**src/rtl/sync_up_down_counter_mod_if.sv**
```systemverilog
// Control/status bundle for sync_up_down_counter_mod.
// master drives the controls; slave is the counter and drives the status.
interface sync_up_down_counter_mod_if #(
   parameter int N = 4
);
   // No valid/ready pair: en, sel, load and d are sampled on every rising clk
   // edge and always take effect, so the counter can never stall the driver.
   logic         en;
   logic         sel;
   logic         load;
   logic [N-1:0] d;
   logic [N-1:0] Q;
   logic         tc;
   logic         wrap;

   modport master (
      output en,
      output sel,
      output load,
      output d,
      input  Q,
      input  tc,
      input  wrap
   );

   modport slave (
      input  en,
      input  sel,
      input  load,
      input  d,
      output Q,
      output tc,
      output wrap
   );
endinterface

```
**src/rtl/sync_up_down_counter_mod.sv**
```systemverilog
// Fully synchronous modulo-MOD up/down counter with enable, clamped parallel
// load, terminal count and wrap pulse. Define COUNTER_SATURATE_EN to saturate instead of wrapping.
module sync_up_down_counter_mod #(
   parameter int N         = 4,
   parameter int MOD       = 16,
   parameter int RESET_VAL = 0
) (
   input  logic                      clk,
   input  logic                      reset,
   sync_up_down_counter_mod_if.slave bus
);
   // Modulus held at N+1 bits so that MOD = 2^N is representable.
   localparam logic [N:0]   MOD_X = (N+1)'(MOD);
   localparam logic [N-1:0] MAX_Q = N'(MOD - 1);
   localparam logic [N-1:0] RST_Q = N'(RESET_VAL);
   localparam logic [N-1:0] ONE_Q = N'(1);

   logic [N-1:0] q_r;
   logic [N-1:0] q_nxt;
   logic [N-1:0] load_val;
   logic         wrap_r;
   logic         wrap_nxt;
   logic         at_top;
   logic         at_bot;

   assign at_top   = (q_r == MAX_Q);
   assign at_bot   = (q_r == '0);
   assign load_val = ({1'b0, bus.d} < MOD_X) ? bus.d : MAX_Q;

   always_comb begin
      q_nxt    = q_r;
      wrap_nxt = 1'b0;
      if (bus.load) begin
         q_nxt = load_val;
      end else if (bus.en) begin
         if (bus.sel) begin
            if (at_top) begin
`ifdef COUNTER_SATURATE_EN
               q_nxt = q_r;
`else
               q_nxt    = '0;
               wrap_nxt = 1'b1;
`endif
            end else begin
               q_nxt = q_r + ONE_Q;
            end
         end else begin
            if (at_bot) begin
`ifdef COUNTER_SATURATE_EN
               q_nxt = q_r;
`else
               q_nxt    = MAX_Q;
               wrap_nxt = 1'b1;
`endif
            end else begin
               q_nxt = q_r - ONE_Q;
            end
         end
      end
   end

   always_ff @(posedge clk or posedge reset) begin
      if (reset) begin
         q_r    <= RST_Q;
         wrap_r <= 1'b0;
      end else begin
         q_r    <= q_nxt;
         wrap_r <= wrap_nxt;
      end
   end

   // tc looks at the current state only, so a pending load does not mask it.
   assign bus.Q    = q_r;
   assign bus.wrap = wrap_r;
   assign bus.tc   = bus.en & ((bus.sel & at_top) | (~bus.sel & at_bot));
endmodule

```
**src/flat_wrapper.sv**
```systemverilog
// flat-port wrapper written by rule: the top's interface ports become plain ports
module sync_up_down_counter_mod_flat 
#(
   parameter int N         = 4,
   parameter int MOD       = 16,
   parameter int RESET_VAL = 0
)
  (clk, reset, bus_en, bus_sel, bus_load, bus_d, bus_Q, bus_tc, bus_wrap);
  sync_up_down_counter_mod_if #(.N(N)) bus_i ();
  input  logic clk;
  input  logic reset;
  input wire logic [$bits(bus_i.en)-1:0] bus_en;
  input wire logic [$bits(bus_i.sel)-1:0] bus_sel;
  input wire logic [$bits(bus_i.load)-1:0] bus_load;
  input wire logic [$bits(bus_i.d)-1:0] bus_d;
  output wire logic [$bits(bus_i.Q)-1:0] bus_Q;
  output wire logic [$bits(bus_i.tc)-1:0] bus_tc;
  output wire logic [$bits(bus_i.wrap)-1:0] bus_wrap;
  assign bus_i.en = bus_en;
  assign bus_i.sel = bus_sel;
  assign bus_i.load = bus_load;
  assign bus_i.d = bus_d;
  assign bus_Q = bus_i.Q;
  assign bus_tc = bus_i.tc;
  assign bus_wrap = bus_i.wrap;
  sync_up_down_counter_mod #(.N(N), .MOD(MOD), .RESET_VAL(RESET_VAL)) u_core (.clk(clk), .reset(reset), .bus(bus_i));
endmodule
```
**config.mk**
```make
export PLATFORM = sky130hd
export DESIGN_NAME = sync_up_down_counter_mod_flat
export DESIGN_NICKNAME = d
export VERILOG_FILES = /design/src/rtl/sync_up_down_counter_mod_if.sv /design/src/rtl/sync_up_down_counter_mod.sv /design/src/flat_wrapper.sv
export SDC_FILE = /design/constraint.sdc
export NUM_CORES = 1
export LEC_CHECK = 0
export CAP_MARGIN = 20
export CORE_AREA = 2 2 39 41
export DETAILED_ROUTE_END_ITERATION = 8
export DIE_AREA = 0 0 41 43
export PLACE_DENSITY_LB_ADDON = 0.25
export SKIP_LAST_GASP = 1
export SYNTH_ARGS = -nofsm -noshare
export SYNTH_HDL_FRONTEND = slang
export SYNTH_SLANG_ARGS = --single-unit
```
**constraint.sdc**
```tcl
create_clock -name clk -period 2 [get_ports clk]
set_input_delay 0.3 -clock clk [delete_from_list [all_inputs] [get_ports clk]]
set_output_delay 0.3 -clock clk [all_outputs]
set_load 0.1 [all_outputs]
```
==> metrics.txt <==
status finished, violations left; violated checks negative setup slack; CTS tree done; cts hold-fix bufs 0; #FFs+latches synth 5; Combinational Power Share 0.522; vias per cell 4.72; Distinct cells, synth 25; layout cells sized above 1 0.433; maximum number of pins on one net before global-route repair 10; post-route ant nets 0; Synth top area share 0.321; yosys warns 0; endpoints failing setup 1; Total GRT Usage 0.121; H-tree Lvls 1; Power Density 804 nW/um^2; 1st-iter DRT viols 0; Synth Net Count 55; share of synthesized cell area in and, or, nand and nor gates 0.199; xor-xnor portion of the synthesized cell area 0.0449; number of antenna violations at the first check in global routing 0; setup ws final -0.0973 ns; Core Util, Final 0.466; part of the power in registers 0.258; Longest Clk Path Bufs 2; die width 41 um; worst hold margin 0.255 ns; RePlAce Congestion 0.716; CP max stage delay 0.48 ns; main combinational cell family by area after synthesis compound AO/OA/AOI/OAI gates; post-synthesis compound-gate area fraction 0.212; RSZ-0062 raised after global routing yes; # DRC 0; wire per inst 11.2 um; Synth top cells by count 5 x dfrtp_1, 5 x inv_1, 5 x nand2_1, 3 x o21ai_0; root buf cell clkbuf_4; VDD IR max 421 uV; Total Nets Final 79; register-to-register setup slack 0.40 ns; top_reg_cell synth dfrtp_1; maxcap violations 0; detailed placer's ending HPWL 697 um; cell-internal power 0.000297 W; Critical Path Sink Type primary output; IO Pins 15; worst path arrival time 1.80 ns; mux cell area share after synthesis 0.0801; Net Sw Power 0.000221 W; final wirelength 931 um; Final Power 0.000518 W; dpl ws 0.0644 ns; drt pass-1 iters 1; fill count 143; Core ar. 1380 um^2; Crit Path Category reg2out; vias in the first global route 342; Slew headroom 0.804; Reg2Reg Depth 6; via count 392; final cycle utilization of the critical path 1.05; critical path's slowest cell dfrtp_4; min-delay worst type in2async; Sw Share 0.426; ANT cells 0; Cell Chain, Critical Path inv_4, ha_4, or3b_4, mux2i_1, and2_4, buf_12; synth top area cells dfrtp_1 32%, ha_1 6.4%, mux2i_1 5.1%; critical path required time 1.70 ns; Post-Syn Area 390 um^2; Post-synth ARST share 1.00; FP Rows 14; synthesized instance count 44; Buffers on Ports 14; global route total overflow 0; TritonCTS Buffers 3; Crit Path Max Fanout 2; CP Launch Type register; setup_tns -0.0973 ns; leak pwr 0.301 nW; Synth Area in Adders 0.0641; Area growth syn-to-layout 65.1%; slew of the pin with the lowest slew margin 0.290 ns; Setup Skew 0.00127 ns; crit path time final 2.10 ns; Fin. Hold Viols 0; first-pass GRT wire length 1380 um; Slew Viols, Final 0; die height 43 um; area of the die 1760 um^2; sequential area share after synthesis 0.321; clock slew at reported path FFs 0.04 ns; clk sinks 5; Clock Power Share 0.220; largest area contributor in the netlist dfrtp_1; syn_area_per_cell 8.87 um^2; clk_lat worst skew 0.24 ns; Post-synth EDFFs 0; Initial Util 0.282; Fmax 477 MHz
[cells in the final DEF (no fill, tap or decap), drive strengths merged, types with 2 or more instances in the layout]
master / instances
xnor2: 2
a21oi: 2
o41ai: 2
nand2: 5
clkbuf: 4
buf: 13
ha: 2
o21ai: 3
inv: 5
mux2i: 2
and3: 2
dfrtp: 5
clkdlybuf4s50: 8
[final timing paths]
check                                 from         endpoint
max                        u_core.bus.Q[1]           bus_tc
min                                  reset  u_core.bus.wrap
max reg2reg                u_core.bus.Q[1]  u_core.bus.Q[0]
min reg2reg                u_core.bus.Q[2]  u_core.bus.Q[0]
max in group asynchronous            reset  u_core.bus.Q[1]
min in group clk                  bus_d[2]  u_core.bus.Q[2]
[per-stage QoR]
step                      instances  cell area [um^2]
after detailed placement         75               588
final                            83               644
after global routing             83               644
after CTS                        83               644
after global placement           75               588
after floorplan                  44               420
[timing repair]
action,4_1_cts,5_1_grt
setup buffers,4,0
endpoints found under the setup margin,1,1
resized for setup,0,0
endpoints found under the hold margin,0,0
pin swaps,1,1
[layer usage]
layer  vias up  part of all wire  global-route usage
li1        202                 -                   -
met1       179              0.44               0.145
met3         2             0.029              0.0314
met4         0             0.015              0.0800
met2         9              0.51               0.181
met5         -                 0                   0
[flip-flops by register name (all words and copies together) (netlist names)]
| name | count |
|---|---|
| u_core.bus.Q | 4 |
| u_core.bus.wrap | 1 |
[layout make-up]
type | instances | area [um^2] | share of cell area
Timing Repair Buffer | 21 | 190 | 0.295
Tap cell | 16 | 20.0 | 0.0311
Sequential cell | 5 | 135 | 0.210
Inverter | 5 | 23.8 | 0.0369
Clock buffer | 4 | 26.3 | 0.0408
Multi-Input combinational cell | 32 | 249 | 0.386
[power groups by stage]
stage                logic, W  registers, W  clock network, W
detailed placement   0.000256      0.000135                 0
finish               0.000271      0.000134          0.000114
floorplan           0.0000953      0.000226                 0
CTS                  0.000271      0.000133          0.000120
global placement     0.000256      0.000134                 0
global route         0.000286      0.000135          0.000135
[critical path, delay by kind of cell (launching register included)]
| family | cells | cell delay, ns |
|---|---|---|
| multiplexers | 1 | 0.17 |
| flip-flops | 1 | 0.48 |
| adder cells (fa/ha/maj) | 1 | 0.12 |
| buffers and inverters | 2 | 0.23 |
| AND/OR/NAND/NOR | 2 | 0.55 |
[logic make-up after synthesis]
family	count (synthesis)
and+or+nand+nor	14
AOI/OAI and AO/OA	11
buffers and inverters	7
DFF	5
muxes	3
xor gates and xnor gates	2
adders and majority gates	2
Power figures use the tool's default switching activity.
